===== src/rtl/panda_risc_v_pkg.sv =====
// Shared definitions for the panda_risc_v core: CSR update encodings, retire-lane
// field widths, the buffered CSR write record and a clog2 helper.
package panda_risc_v_pkg;

    localparam int RD_ID_W        = 5;
    localparam int CSR_ADDR_W     = 12;
    localparam int CSR_UPD_TYPE_W = 2;
    localparam int CSR_DATA_W     = 32;

    localparam logic [CSR_UPD_TYPE_W-1:0] CSR_UPD_WRITE = 2'b00;
    localparam logic [CSR_UPD_TYPE_W-1:0] CSR_UPD_SET   = 2'b01;
    localparam logic [CSR_UPD_TYPE_W-1:0] CSR_UPD_CLR   = 2'b10;

    typedef struct packed {
        logic [CSR_ADDR_W-1:0]     waddr;
        logic [CSR_UPD_TYPE_W-1:0] upd_type;
        logic [CSR_DATA_W-1:0]     upd_mask_v;
    } csr_wr_t;

    function automatic int clog2(input int v);
        int r;
        r = 0;
        while ((1 << r) < v)
            r = r + 1;
        return r;
    endfunction

endpackage


===== src/rtl/panda_risc_v_wbck_csr_buf.sv =====
// One-entry ready/valid buffer for the retiring CSR write. A load in the same
// cycle as a drain replaces the entry and keeps it pending.
module panda_risc_v_wbck_csr_buf
    import panda_risc_v_pkg::*;
(
    input  logic    clk,
    input  logic    sys_reset,
    input  logic    ld,
    input  csr_wr_t ld_data,
    input  logic    rdy,
    output logic    pend,
    output csr_wr_t data
);

    always_ff @(posedge clk) begin
        if (sys_reset) begin
            pend <= 1'b0;
            data <= '0;
        end else if (ld) begin
            pend <= 1'b1;
            data <= ld_data;
        end else if (rdy & pend) begin
            pend <= 1'b0;
        end
    end

endmodule


===== src/rtl/panda_risc_v_wbck_mr.sv =====
// Multi-lane retire write-back: exception squash, same-rd collision resolution,
// CSR buffering and retire count. PANDA_RISC_V_WBCK_OUT_REG_EN registers the RF ports.
module panda_risc_v_wbck_mr
    import panda_risc_v_pkg::*;
#(
    parameter int RTR_WIDTH    = 2,
    parameter int FU_RES_WIDTH = 32,
    localparam int CNT_W       = clog2(RTR_WIDTH + 1)
)(
    input  logic                                  clk,
    input  logic                                  sys_reset,
    input  logic [RTR_WIDTH-1:0]                  rob_rtr_lane_vld,
    input  logic [RD_ID_W*RTR_WIDTH-1:0]          rob_rtr_rd_id,
    input  logic [RTR_WIDTH-1:0]                  rob_rtr_is_csr_rw_inst,
    input  logic [RTR_WIDTH-1:0]                  rob_rtr_cancel,
    input  logic [FU_RES_WIDTH*RTR_WIDTH-1:0]     rob_rtr_fu_res,
    input  logic [CSR_ADDR_W*RTR_WIDTH-1:0]       rob_rtr_csr_waddr,
    input  logic [CSR_UPD_TYPE_W*RTR_WIDTH-1:0]   rob_rtr_csr_upd_type,
    input  logic [CSR_DATA_W*RTR_WIDTH-1:0]       rob_rtr_csr_upd_mask_v,
    input  logic                                  rob_rtr_bdcst_vld,
    output logic                                  rob_rtr_bdcst_rdy,
    input  logic [RTR_WIDTH-1:0]                  rob_rtr_excpt_proc_grant,
    output logic [RTR_WIDTH-1:0]                  reg_file_wen,
    output logic [RD_ID_W*RTR_WIDTH-1:0]          reg_file_waddr,
    output logic [32*RTR_WIDTH-1:0]               reg_file_din,
    output logic                                  csr_atom_wen,
    input  logic                                  csr_atom_rdy,
    output logic [CSR_ADDR_W-1:0]                 csr_atom_waddr,
    output logic [CSR_UPD_TYPE_W-1:0]             csr_atom_upd_type,
    output logic [CSR_DATA_W-1:0]                 csr_atom_upd_mask_v,
    output logic                                  csr_wbck_pend,
    output logic [CNT_W-1:0]                      rtr_cnt
);

    logic [RTR_WIDTH-1:0][RD_ID_W-1:0]        rd;
    logic [RTR_WIDTH-1:0][FU_RES_WIDTH-1:0]   res;
    logic [RTR_WIDTH-1:0][CSR_ADDR_W-1:0]     c_addr;
    logic [RTR_WIDTH-1:0][CSR_UPD_TYPE_W-1:0] c_type;
    logic [RTR_WIDTH-1:0][CSR_DATA_W-1:0]     c_mask;
    logic [RTR_WIDTH-1:0][31:0]               din_c;
    logic [RTR_WIDTH-1:0]                     live, en, wen_c;
    logic                                     acc, kill_seen, csr_pend, csr_ld;
    logic [CNT_W-1:0]                         cnt_c;
    csr_wr_t                                  csr_sel, csr_q;

    assign rd     = rob_rtr_rd_id;
    assign res    = rob_rtr_fu_res;
    assign c_addr = rob_rtr_csr_waddr;
    assign c_type = rob_rtr_csr_upd_type;
    assign c_mask = rob_rtr_csr_upd_mask_v;

    // No group is taken while in reset so every output reads 0 there.
    assign rob_rtr_bdcst_rdy = ~sys_reset & (~csr_pend | csr_atom_rdy);
    assign acc               = rob_rtr_bdcst_vld & rob_rtr_bdcst_rdy;

    // The granted lane and every younger lane are killed.
    always_comb begin
        kill_seen = 1'b0;
        live      = '0;
        for (int k = 0; k < RTR_WIDTH; k++) begin
            if (rob_rtr_excpt_proc_grant[k] & rob_rtr_lane_vld[k])
                kill_seen = 1'b1;
            live[k] = acc & rob_rtr_lane_vld[k] & ~rob_rtr_cancel[k] & ~kill_seen;
        end
    end

    // Same-rd collision: a younger enabled lane masks every older one.
    always_comb begin
        wen_c = '0;
        for (int k = 0; k < RTR_WIDTH; k++) begin
            wen_c[k] = en[k];
            for (int j = k + 1; j < RTR_WIDTH; j++)
                if (en[j] && rd[j] == rd[k])
                    wen_c[k] = 1'b0;
        end
    end

    for (genvar k = 0; k < RTR_WIDTH; k++) begin : g_lane
        assign en[k]    = live[k] & (|rd[k]);
        assign din_c[k] = res[k][31:0];
    end

    always_comb begin
        cnt_c = '0;
        for (int k = 0; k < RTR_WIDTH; k++)
            cnt_c = cnt_c + CNT_W'(live[k]);
    end

    // Oldest live CSR lane wins; later CSR lanes still write the RF.
    always_comb begin
        csr_ld  = 1'b0;
        csr_sel = '0;
        for (int k = 0; k < RTR_WIDTH; k++) begin
            if (live[k] & rob_rtr_is_csr_rw_inst[k] & ~csr_ld) begin
                csr_ld  = 1'b1;
                csr_sel = '{waddr: c_addr[k], upd_type: c_type[k], upd_mask_v: c_mask[k]};
            end
        end
    end

`ifdef PANDA_RISC_V_WBCK_OUT_REG_EN
    always_ff @(posedge clk) begin
        if (sys_reset) begin
            reg_file_wen   <= '0;
            reg_file_waddr <= '0;
            reg_file_din   <= '0;
        end else begin
            reg_file_wen   <= wen_c;
            reg_file_waddr <= rd;
            reg_file_din   <= din_c;
        end
    end
`else
    assign reg_file_wen   = wen_c;
    assign reg_file_waddr = rd;
    assign reg_file_din   = din_c;
`endif

    always_ff @(posedge clk) begin
        if (sys_reset)
            rtr_cnt <= '0;
        else
            rtr_cnt <= cnt_c;
    end

    panda_risc_v_wbck_csr_buf u_csr_buf (
        .clk       (clk),
        .sys_reset (sys_reset),
        .ld        (csr_ld),
        .ld_data   (csr_sel),
        .rdy       (csr_atom_rdy),
        .pend      (csr_pend),
        .data      (csr_q)
    );

    assign csr_atom_wen        = csr_pend;
    assign csr_wbck_pend       = csr_pend;
    assign csr_atom_waddr      = csr_q.waddr;
    assign csr_atom_upd_type   = csr_q.upd_type;
    assign csr_atom_upd_mask_v = csr_q.upd_mask_v;

endmodule


===== config.mk =====
export PLATFORM = sky130hd
export DESIGN_NAME = panda_risc_v_wbck_mr
export DESIGN_NICKNAME = d
export VERILOG_FILES = /design/src/rtl/panda_risc_v_pkg.sv /design/src/rtl/panda_risc_v_wbck_csr_buf.sv /design/src/rtl/panda_risc_v_wbck_mr.sv
export SDC_FILE = /design/constraint.sdc
export NUM_CORES = 1
export LEC_CHECK = 0
export BUFFER_PORTS_ARGS = -buffer_cell sky130_fd_sc_hd__buf_2
export CAP_MARGIN = 20
export CORE_AREA = 2 2 119 121
export CTS_CLUSTER_SIZE = 8
export DETAILED_ROUTE_END_ITERATION = 6
export DIE_AREA = 0 0 121 123
export RECOVER_POWER = 25
export SLEW_MARGIN = 10
export SYNTH_ARGS = -nofsm -noshare
export SYNTH_HDL_FRONTEND = slang
export SYNTH_HIERARCHICAL = 1
export SYNTH_SLANG_ARGS = --single-unit

===== constraint.sdc =====
create_clock -name clk -period 2.53 [get_ports clk]
set_clock_uncertainty 0.05 [all_clocks]
set_input_delay 0.506 -clock clk [delete_from_list [all_inputs] [get_ports clk]]
set_output_delay 0.506 -clock clk [all_outputs]
set_load 0.005 [all_outputs]

==> out/metrics.cfg, run 1 <==
[yosys]
ys_ff_latch=49
postSynthAreaPerCell_um2=9.51
synth_top_cell_by_area=dfxtp_1
async_flop_share_pct=0
ys_warn_count=6
synth_edf_count=0
synth_top_area_share_pct=33.0
synthTopCellsByArea=dfxtp_1 (33%), buf_4 (19%), mux2i_1 (15%)
ys_types=27
synthFlopType=dfxtp_1
synth_fp_nets=492
syn_area_mm2=0.00298
seq_area_frac_synth_pct=33.0
synthCells=313

[worst_setup_path]
critical_path.max_fanout=3
required_ns=1.97
critPathSlowestCell=or4_1
worstSetupPathType=input pin to output port
startpoint_type=input pin
path_cells=buf_2, or4_1, nor2_1, nor3_1, a41oi_1, buf_2
cp_data_arrival_time_ns=1.60
cp-end-kind=output port
max_stage_delay_ns=0.51
cp_common_cell=buf_2

[timing]
setup_viol=0
slew_headroom_pct=65.0
finalCritPeriodShare_pct=85.2
fin_tns_setup_ns=0
max_freq_ghz=0.464
period_needed_ns=2.15
hold_violations=0
worst_slew_pin_slew_ns=0.525
finalMaxSlewViolations=0
holdWs_ns=0.438
layout_setup_ws_ns=0.375
rsz0062_at_grt=no

[drt]
wl_per_cell_um=12.5
drt_iter0_drc=47
drc=0
ant_nets=0
dr_total_vias=2482
vias_per_cell=4.21
firstDrtPassIters=4
wl_um=7380

[place]
hpwl_um=5610
port_buffers=176
place.gp.congestion=0.735
place_area_mm2=0.00342
dp_cells=581
dp_slack_ns=0.365

[finish]
fin_nets=587
instances_no_fill=589
layout_common_cells=buf_2 (176), nor2_1 (49), dfxtp_1 (49)
antenna_cells=0
fillers=1466
area_growth_pct=19.5
drive_gt1_share_pct=47.4
finalInstanceArea_mm2=0.00356
final_common_cell=buf_2
fin_util_pct=26.1

[global_routing]
grtUsageTotal_pct=9.00
grt_pass1_vias=2266
grt_max_degree=51
grt_pass1_wl_um=10700
antenna_found_initial=0
gr-total-overflow=0

[cts]
cts-root-buf=clkbuf_16
cts_tree=built
ctsResizeCount=0
cts_setup_buffers=0
clock_latency_ns=0.28
path_clk_slew_ns=0.06
postCtsHoldBufs=0
clock-sinks=49
h-tree-depth=2
cts-buffers-inserted=5
clk_path_buf_depth=2

[power]
power_mw=1.58
p_per_area_mw_per_mm2=445
max-vdd-ir-drop_uv=222
p_leak_nw=1.65

[flow_run]
maxCapViolCount=0

[floorplanning]
ios=305
rows=43
die_y_um=123
core_mm2=0.0136
initial_core_util_pct=21.9
dieArea_mm2=0.0149
die_w_um=121

[run_status]
status=finished clean

[worst_hold_path]
hp-class=flip-flop to flip-flop

==> cell type report <==
| class | instances | area [µm²] | share of cell area [%] |
|---|---|---|---|
| clock buffer | 7 | 133 | 3.73 |
| clock inverter | 1 | 7.51 | 0.211 |
| inverter | 1 | 3.75 | 0.106 |
| multi-input combinational | 169 | 1270 | 35.6 |
| sequential | 49 | 981 | 27.6 |
| tap | 180 | 225 | 6.33 |
| timing repair buffer | 182 | 938 | 26.4 |
==> path summary, 6_finish.rpt <==
kind | startpoint | end | slack, ns | depth (start not counted)
min | u_csr_buf/data[36]$_SDFFE_PP0P_ | u_csr_buf/data[36]$_SDFFE_PP0P_ | 0.44 | 2
min reg2reg | u_csr_buf/data[36]$_SDFFE_PP0P_ | u_csr_buf/data[36]$_SDFFE_PP0P_ | 0.44 | 2
max | rob_rtr_rd_id[5] | reg_file_wen[0] | 0.38 | 6
max reg2reg | u_csr_buf/pend$_SDFFE_PP0P_ | u_csr_buf/data[18]$_SDFFE_PP0P_ | 0.71 | 7
==> critical path: cells and delay by family <==
family          cells  cell delay (ns)
buf+inv             2             0.25
simple gates        3             0.67
compound gates      1             0.16
==> sequential cells by signal, indices dropped and copies added (netlist names) <==
register        flops
rtr_cnt             2
u_csr_buf/pend      1
u_csr_buf/data     46
==> per-layer routing <==
metal	up-vias	routed length (µm)	track usage, %
met1	1128	2880	9.73
met2	129	3610	15.9
li1	1199	-	-
met5	-	0	0
met3	26	668	2.54
met4	0	220	4.94
==> power breakdown <==
group / internal (mW) / switching, mW / leakage (nW)
Clock: 0.368 / 0.279 / 0.0641
Combinational: 0.0912 / 0.0717 / 1.19
Sequential: 0.772 / 0.000482 / 0.394
==> cells by family after synthesis <==
family | synth area share, %
compound gates | 14.8
mux | 15.5
fa+ha+maj | 0.420
buf+inv | 24.7
xor+xnor | 1.47
flops | 33.0
simple gates | 10.1
==> cells in the mapped netlist (3+ instances only) <==
library cell   n
a22o_1        46
buf_4         76
xor2_1         3
buf_12         3
nor2b_1        4
buf_2          6
mux2i_1       46
clkbuf_1       4
dfxtp_1       49
buf_6          5
nor2_1        50
Note: power is estimated with default switching activity, not from simulation.
==> run 2: changes to the inputs <==
- BUFFER_PORTS_ARGS: -buffer_cell sky130_fd_sc_hd__buf_2 -> default
- DONT_BUFFER_PORTS: default -> 1
==> run 2 against run 1 <==
Compared with the run above: largest power group unchanged; non-clock buffer count shrank 176; critical path depth down 2; critical path type is now flip-flop to output port; first-iteration DRC count shrank 17%; worst hold slack worse by 0.21 ns; global-route usage shrank 0.49 points; cell count decreased by 30%; sequential power about the same.
==> out/metrics.cfg, run 2 (same netlist as run 1, synthesis figures left out) <==
[worst_setup_path]
worstSetupPathType=flip-flop to output port  ; was input pin to output port
rr_startpoint=u_csr_buf/pend$_SDFFE_PP0P_  ; unchanged
rr_worst_depth=7  ; unchanged
rr_endpoint=u_csr_buf/data[0]$_SDFFE_PP0P_  ; was u_csr_buf/data[18]$_SDFFE_PP0P_
required_ns=1.97  ; about the same
endpoint=reg_file_wen[0]  ; unchanged
cp_data_arrival_time_ns=1.49  ; was 1.60 ns
critical_path.max_fanout=4  ; was 3
cp-end-kind=output port  ; unchanged
startpoint_type=flip-flop  ; was input pin
rrSetupSlack_ns=0.78  ; was 0.71 ns
crit_start=u_csr_buf/pend$_SDFFE_PP0P_  ; was rob_rtr_rd_id[5]

[power]
combPwrFrac_pct=3.1  ; was 10.3%
p_seq_share_pct=51.8  ; was 48.8%
switching_power_mw=0.329  ; was 0.351 mW
internal_power_mw=1.16  ; was 1.23 mW
p_per_area_mw_per_mm2=557  ; was 445 mW/mm²
max-vdd-ir-drop_uv=213  ; was 222 µV
p_leak_nw=0.866  ; was 1.65 nW
swShare_pct=22.0  ; was 22.2%
power_mw=1.49  ; was 1.58 mW
p_clk_share_pct=45.1  ; was 40.9%

[drt]
drt_iter0_drc=39  ; was 47
drc=0  ; unchanged
dr_total_vias=1828  ; was 2482
vias_per_cell=4.43  ; was 4.21
ant_nets=0  ; unchanged
firstDrtPassIters=4  ; unchanged
wl_per_cell_um=16.4  ; was 12.5 µm
wl_um=6770  ; was 7380 µm

[cts]
path_clk_slew_ns=0.07  ; was 0.06 ns
ctsResizeCount=0  ; unchanged
h-tree-depth=2  ; unchanged
clock-sinks=49  ; unchanged
cts_tree=built  ; unchanged
cts-root-buf=clkbuf_16  ; unchanged
clock_latency_ns=0.29  ; was 0.28 ns
postCtsHoldBufs=0  ; unchanged
cts-buffers-inserted=5  ; unchanged
cts_setup_buffers=0  ; unchanged
clk_path_buf_depth=2  ; unchanged

[global_routing]
gr-total-overflow=0  ; unchanged
grt_max_degree=52  ; was 51
grt_pass1_vias=1831  ; was 2266
antenna_found_initial=0  ; unchanged
grtUsageTotal_pct=8.51  ; was 9.00%
grt_pass1_wl_um=9420  ; was 10700 µm

[floorplanning]
die_y_um=123  ; unchanged
ios=305  ; unchanged
initial_core_util_pct=21.9  ; unchanged
rows=43  ; unchanged
core_mm2=0.0136  ; unchanged
dieArea_mm2=0.0149  ; unchanged
die_w_um=121  ; unchanged

[place]
hpwl_um=5010  ; was 5610 µm
port_buffers=0  ; was 176
dp_slack_ns=0.573  ; was 0.365 ns
place.gp.congestion=0.673  ; was 0.735
dp_cells=405  ; was 581

[timing]
rsz0062_at_grt=no  ; unchanged
layout_setup_ws_ns=0.483  ; was 0.375 ns
max_freq_ghz=0.488  ; was 0.464 GHz
period_needed_ns=2.05  ; was 2.15 ns
fin_tns_setup_ns=0  ; unchanged
finalMaxSlewViolations=0  ; unchanged
slew_headroom_pct=78.3  ; was 65.0%
hold_violations=0  ; unchanged
setup_viol=0  ; unchanged
worst_slew_pin_slew_ns=0.326  ; was 0.525 ns
finalCritPeriodShare_pct=80.9  ; was 85.2%

[flow_run]
maxCapViolCount=0  ; unchanged

[finish]
fin_nets=411  ; was 587
layout_top_registers=u_csr_buf/data (46), rtr_cnt (2), u_csr_buf/pend (1)  ; unchanged
ff_latch_area_um2=981  ; unchanged
area_growth_pct=-9.97  ; was 19.5%
antenna_cells=0  ; unchanged
multi_input_area_mm2=0.00127  ; unchanged
largest_reg_flops=46  ; unchanged
layout_common_cells=nor2_1 (49), dfxtp_1 (49), a22o_1 (46), mux2i_1 (46)  ; was buf_2 (176), nor2_1 (49), dfxtp_1 (49)
fin_util_pct=19.7  ; was 26.1%
instances_no_fill=413  ; was 589
regMostFlops=u_csr_buf/data  ; unchanged
drive_gt1_share_pct=8.15  ; was 47.4%
fillers=1481  ; was 1466

[worst_hold_path]
hp-class=input pin to flip-flop  ; was flip-flop to flip-flop

[run_status]
status=finished clean  ; unchanged

[run 2: changes by cell type in the layout (fill, tap and decap cells not counted), sizes merged]
| cell | previous run | this run |
|---|---|---|
| buf | 182 | 6 |
| clkinvlp | 1 | 2 |
| clkbuf | 7 | 6 |
[run 2: layer usage]
layer / up-vias / track usage, % / share of wire [%]
met5: - / 0 / 0
met4: 0 / 5.38 / 3.5
met3: 26 / 4.34 / 12
met2: 128 / 14.4 / 49
met1: 824 / 8.28 / 35
li1: 850 / - / -
[run 2: power by group through the flow]
| stage | logic, mW | clock network [mW] | registers [mW] |
|---|---|---|---|
| floorplan | 0.148 | 0 | 0.790 |
| global placement | 0.0451 | 0 | 0.790 |
| detailed placement | 0.0467 | 0 | 0.790 |
| CTS | 0.0468 | 0.719 | 0.772 |
| global route | 0.0507 | 0.735 | 0.772 |
| finish | 0.0456 | 0.673 | 0.773 |
[run 2: area by class of cell]
| class | instances | area share, % |
|---|---|---|
| Multi-Input combinational cell | 169 | 47.3 |
| Inverter | 1 | 0.140 |
| Clock inverter | 2 | 0.560 |
| Timing Repair Buffer | 6 | 2.15 |
| Tap cell | 180 | 8.41 |
| Clock buffer | 6 | 4.81 |
| Sequential cell | 49 | 36.6 |
[run 2: worst min-delay path by stage]
stage	start	endpoint	slack [ns]	cells past startpoint
after detailed placement	u_csr_buf/data[37]$_SDFFE_PP0P_	u_csr_buf/data[37]$_SDFFE_PP0P_	0.46	2
after global placement	u_csr_buf/data[38]$_SDFFE_PP0P_	u_csr_buf/data[38]$_SDFFE_PP0P_	0.46	2
after global routing	sys_reset	u_csr_buf/data[39]$_SDFFE_PP0P_	0.21	1
after CTS	sys_reset	u_csr_buf/data[36]$_SDFFE_PP0P_	0.21	1
final	sys_reset	u_csr_buf/data[36]$_SDFFE_PP0P_	0.23	1
after floorplan	u_csr_buf/data[12]$_SDFFE_PP0P_	u_csr_buf/data[12]$_SDFFE_PP0P_	0.43	2
[run 2: per-stage QoR]
stage / area [µm²] / hold slack, ns
finish: 2680 / 0.232
global route: 2680 / 0.211
CTS: 2680 / 0.207
detailed placement: 2530 / 0.465
global placement: 2530 / 0.459
floorplan: 2980 / 0.435
[run 2: worst max-delay path: stages (launching register included)]
cell	delay, ns
dfxtp_1	0.35
nand2b_1	0.14
nand2_1	0.17
nor3_1	0.34
a41oi_1	0.19
==> run 3: changes to the inputs <==
- clock period: 2.53 -> 1.9 ns (I/O delays scaled with it)
==> run 3 against run 2 <==
Compared with the run above: die area unchanged; critical endpoint unchanged; setup slack worse by 0.44 ns; sequential power rose by 33%.
==> out/metrics.cfg, run 3 (same netlist as run 1, synthesis figures left out) <==
[cts]
path_clk_slew_ns=0.06  ; was 0.07 ns
cts_tree=built  ; unchanged
cts-buffers-inserted=5  ; unchanged
clock_latency_ns=0.29  ; about the same
clk_path_buf_depth=2  ; unchanged
clock-sinks=49  ; unchanged
cts-root-buf=clkbuf_16  ; unchanged
h-tree-depth=2  ; unchanged

[floorplanning]
rows=43  ; unchanged
die_w_um=121  ; unchanged
initial_core_util_pct=21.9  ; unchanged
core_mm2=0.0136  ; unchanged
dieArea_mm2=0.0149  ; unchanged
ios=305  ; unchanged
die_y_um=123  ; unchanged

[place]
port_buffers=0  ; unchanged
place.gp.congestion=0.651  ; was 0.673
hpwl_um=5310  ; was 5010 µm
dp_cells=406  ; was 405
place_area_mm2=0.00257  ; was 0.00253 mm²

[run_status]
status=finished clean  ; unchanged

[drt]
drc=0  ; unchanged
wl_per_cell_um=16.7  ; was 16.4 µm
vias_per_cell=4.53  ; was 4.43
ant_nets=0  ; unchanged
dr_total_vias=1871  ; was 1828
drt_iter0_drc=25  ; was 39
wl_um=6900  ; was 6770 µm
firstDrtPassIters=4  ; unchanged

[global_routing]
grt_pass1_vias=1728  ; was 1831
gr-total-overflow=0  ; unchanged
grtUsageTotal_pct=8.42  ; was 8.51%
grt_pass1_wl_um=9270  ; was 9420 µm
grt_max_degree=52  ; unchanged
antenna_found_initial=0  ; unchanged

[timing]
setup_viol=0  ; unchanged
max_freq_ghz=0.540
finalMaxSlewViolations=0  ; unchanged
slew_headroom_pct=79.7  ; was 78.3%
fin_tns_setup_ns=0  ; unchanged
period_needed_ns=1.85
finalCritPeriodShare_pct=97.5
rsz0062_at_grt=no  ; unchanged
worst_slew_pin_slew_ns=0.301  ; was 0.326 ns
hold_violations=0  ; unchanged

[worst_hold_path]
hp-class=input pin to flip-flop  ; unchanged

[finish]
drive_gt1_share_pct=9.44  ; was 8.15%
antenna_cells=0  ; unchanged
multi_input_area_mm2=0.00128  ; was 0.00127 mm²
instances_no_fill=413  ; unchanged
fillers=1501  ; was 1481
layout_top_registers=u_csr_buf/data (46), rtr_cnt (2), u_csr_buf/pend (1)  ; unchanged
finalInstanceArea_mm2=0.00274  ; was 0.00268 mm²
fin_nets=412  ; was 411
fin_util_pct=20.1  ; was 19.7%
layout_common_cells=nor2_1 (49), dfxtp_1 (49), a22o_1 (46), mux2i_1 (46), clkbuf_16 (5)  ; was nor2_1 (49), dfxtp_1 (49), a22o_1 (46), mux2i_1 (46)
ff_latch_area_um2=981  ; unchanged
largest_reg_flops=46  ; unchanged
area_growth_pct=-7.86  ; was -9.97%
regMostFlops=u_csr_buf/data  ; unchanged

[power]
p_per_area_mw_per_mm2=756  ; was 557 mW/mm²
max-vdd-ir-drop_uv=251  ; was 213 µV
power_mw=2.07  ; was 1.49 mW
p_leak_nw=0.897  ; was 0.866 nW

[worst_setup_path]
rr_endpoint=u_csr_buf/data[17]$_SDFFE_PP0P_  ; was u_csr_buf/data[0]$_SDFFE_PP0P_
crit_start=rob_rtr_rd_id[5]  ; was u_csr_buf/pend$_SDFFE_PP0P_
critical_path.max_fanout=3  ; was 4
required_ns=1.47  ; was 1.97 ns
rr_worst_depth=7  ; unchanged
cp-end-kind=output port  ; unchanged
startpoint_type=input pin  ; was flip-flop
rr_startpoint=u_csr_buf/pend$_SDFFE_PP0P_  ; unchanged
worstSetupPathType=input pin to output port  ; was flip-flop to output port
endpoint=reg_file_wen[0]  ; unchanged
rrSetupSlack_ns=0.19  ; was 0.78 ns
cp_data_arrival_time_ns=1.42  ; was 1.49 ns

[flow_run]
maxCapViolCount=0  ; unchanged

-- run 3: cell count changes in the layout (fill, tap and decap cells not counted) --
cell,before,now
nor3_4,1,2
buf_4,5,4
clkinv_2,0,1
bufinv_16,0,1
nand2_1,2,1
clkbuf_1,1,0
nand2_2,1,2
clkinvlp_4,2,0
buf_12,1,3
nor3_1,2,1
-- run 3: timing repair --
action	CTS	global route
gates resized for setup	2	1
buffers inserted	0	0
hold buffers	0	0
endpoints found under the setup margin	1	1
-- run 3: per-layer routing --
metal / vias to the layer above / share of wire (%) / wire length [µm] / track usage, %
li1: 848 / - / - / -
met1: 851 / 34 / 2370 / 7.99
met2: 143 / 50 / 3460 / 14.7
met3: 29 / 11 / 778 / 3.51
met4: 0 / 4.3 / 297 / 6.03
met5: - / 0 / 0 / 0
-- run 3: layout make-up --
type | count | area share (%)
flip-flops and latches | 49 | 35.8
clock inverters | 2 | 1.28
well taps | 180 | 8.22
repair buffers | 7 | 3.29
clock buffers | 5 | 4.56
multi-input cells | 169 | 46.7
inverters | 1 | 0.137
-- run 3: power breakdown --
part	internal, mW	switching [mW]
logic	0.0339	0.0322
registers	1.03	0.000861
clock network	0.611	0.366
-- run 3: worst min path at each step --
| stage | startpoint | endpoint | slack (ns) | cells past startpoint |
|---|---|---|---|---|
| 2_1_floorplan | sys_reset | rtr_cnt[0]$_SDFF_PP0_ | 0.40 | 1 |
| 3_3_place_gp | sys_reset | u_csr_buf/pend$_SDFFE_PP0P_ | 0.41 | 1 |
| 5_1_grt | sys_reset | rtr_cnt[0]$_SDFF_PP0_ | 0.08 | 1 |
| 6_report | sys_reset | rtr_cnt[1]$_SDFF_PP0_ | 0.10 | 1 |
| 4_1_cts | sys_reset | rtr_cnt[1]$_SDFF_PP0_ | 0.08 | 1 |
| 3_5_place_dp | sys_reset | rtr_cnt[1]$_SDFF_PP0_ | 0.41 | 1 |
-- run 3: worst max-delay path, cell delays in order --
cell and delay [ns]:
or4_1 0.51, nor2_1 0.20, nor3_4 0.06, a41oi_1 0.27
-- run 3: metrics by stage --
stage | hold WS, ns | worst slack [ns]
2_1_floorplan | 0.402 | 0.0952
3_3_place_gp | 0.409 | 0.0873
3_5_place_dp | 0.411 | 0.0301
4_1_cts | 0.0815 | 0.0448
5_1_grt | 0.0819 | 0.00156
6_report | 0.102 | 0.0468
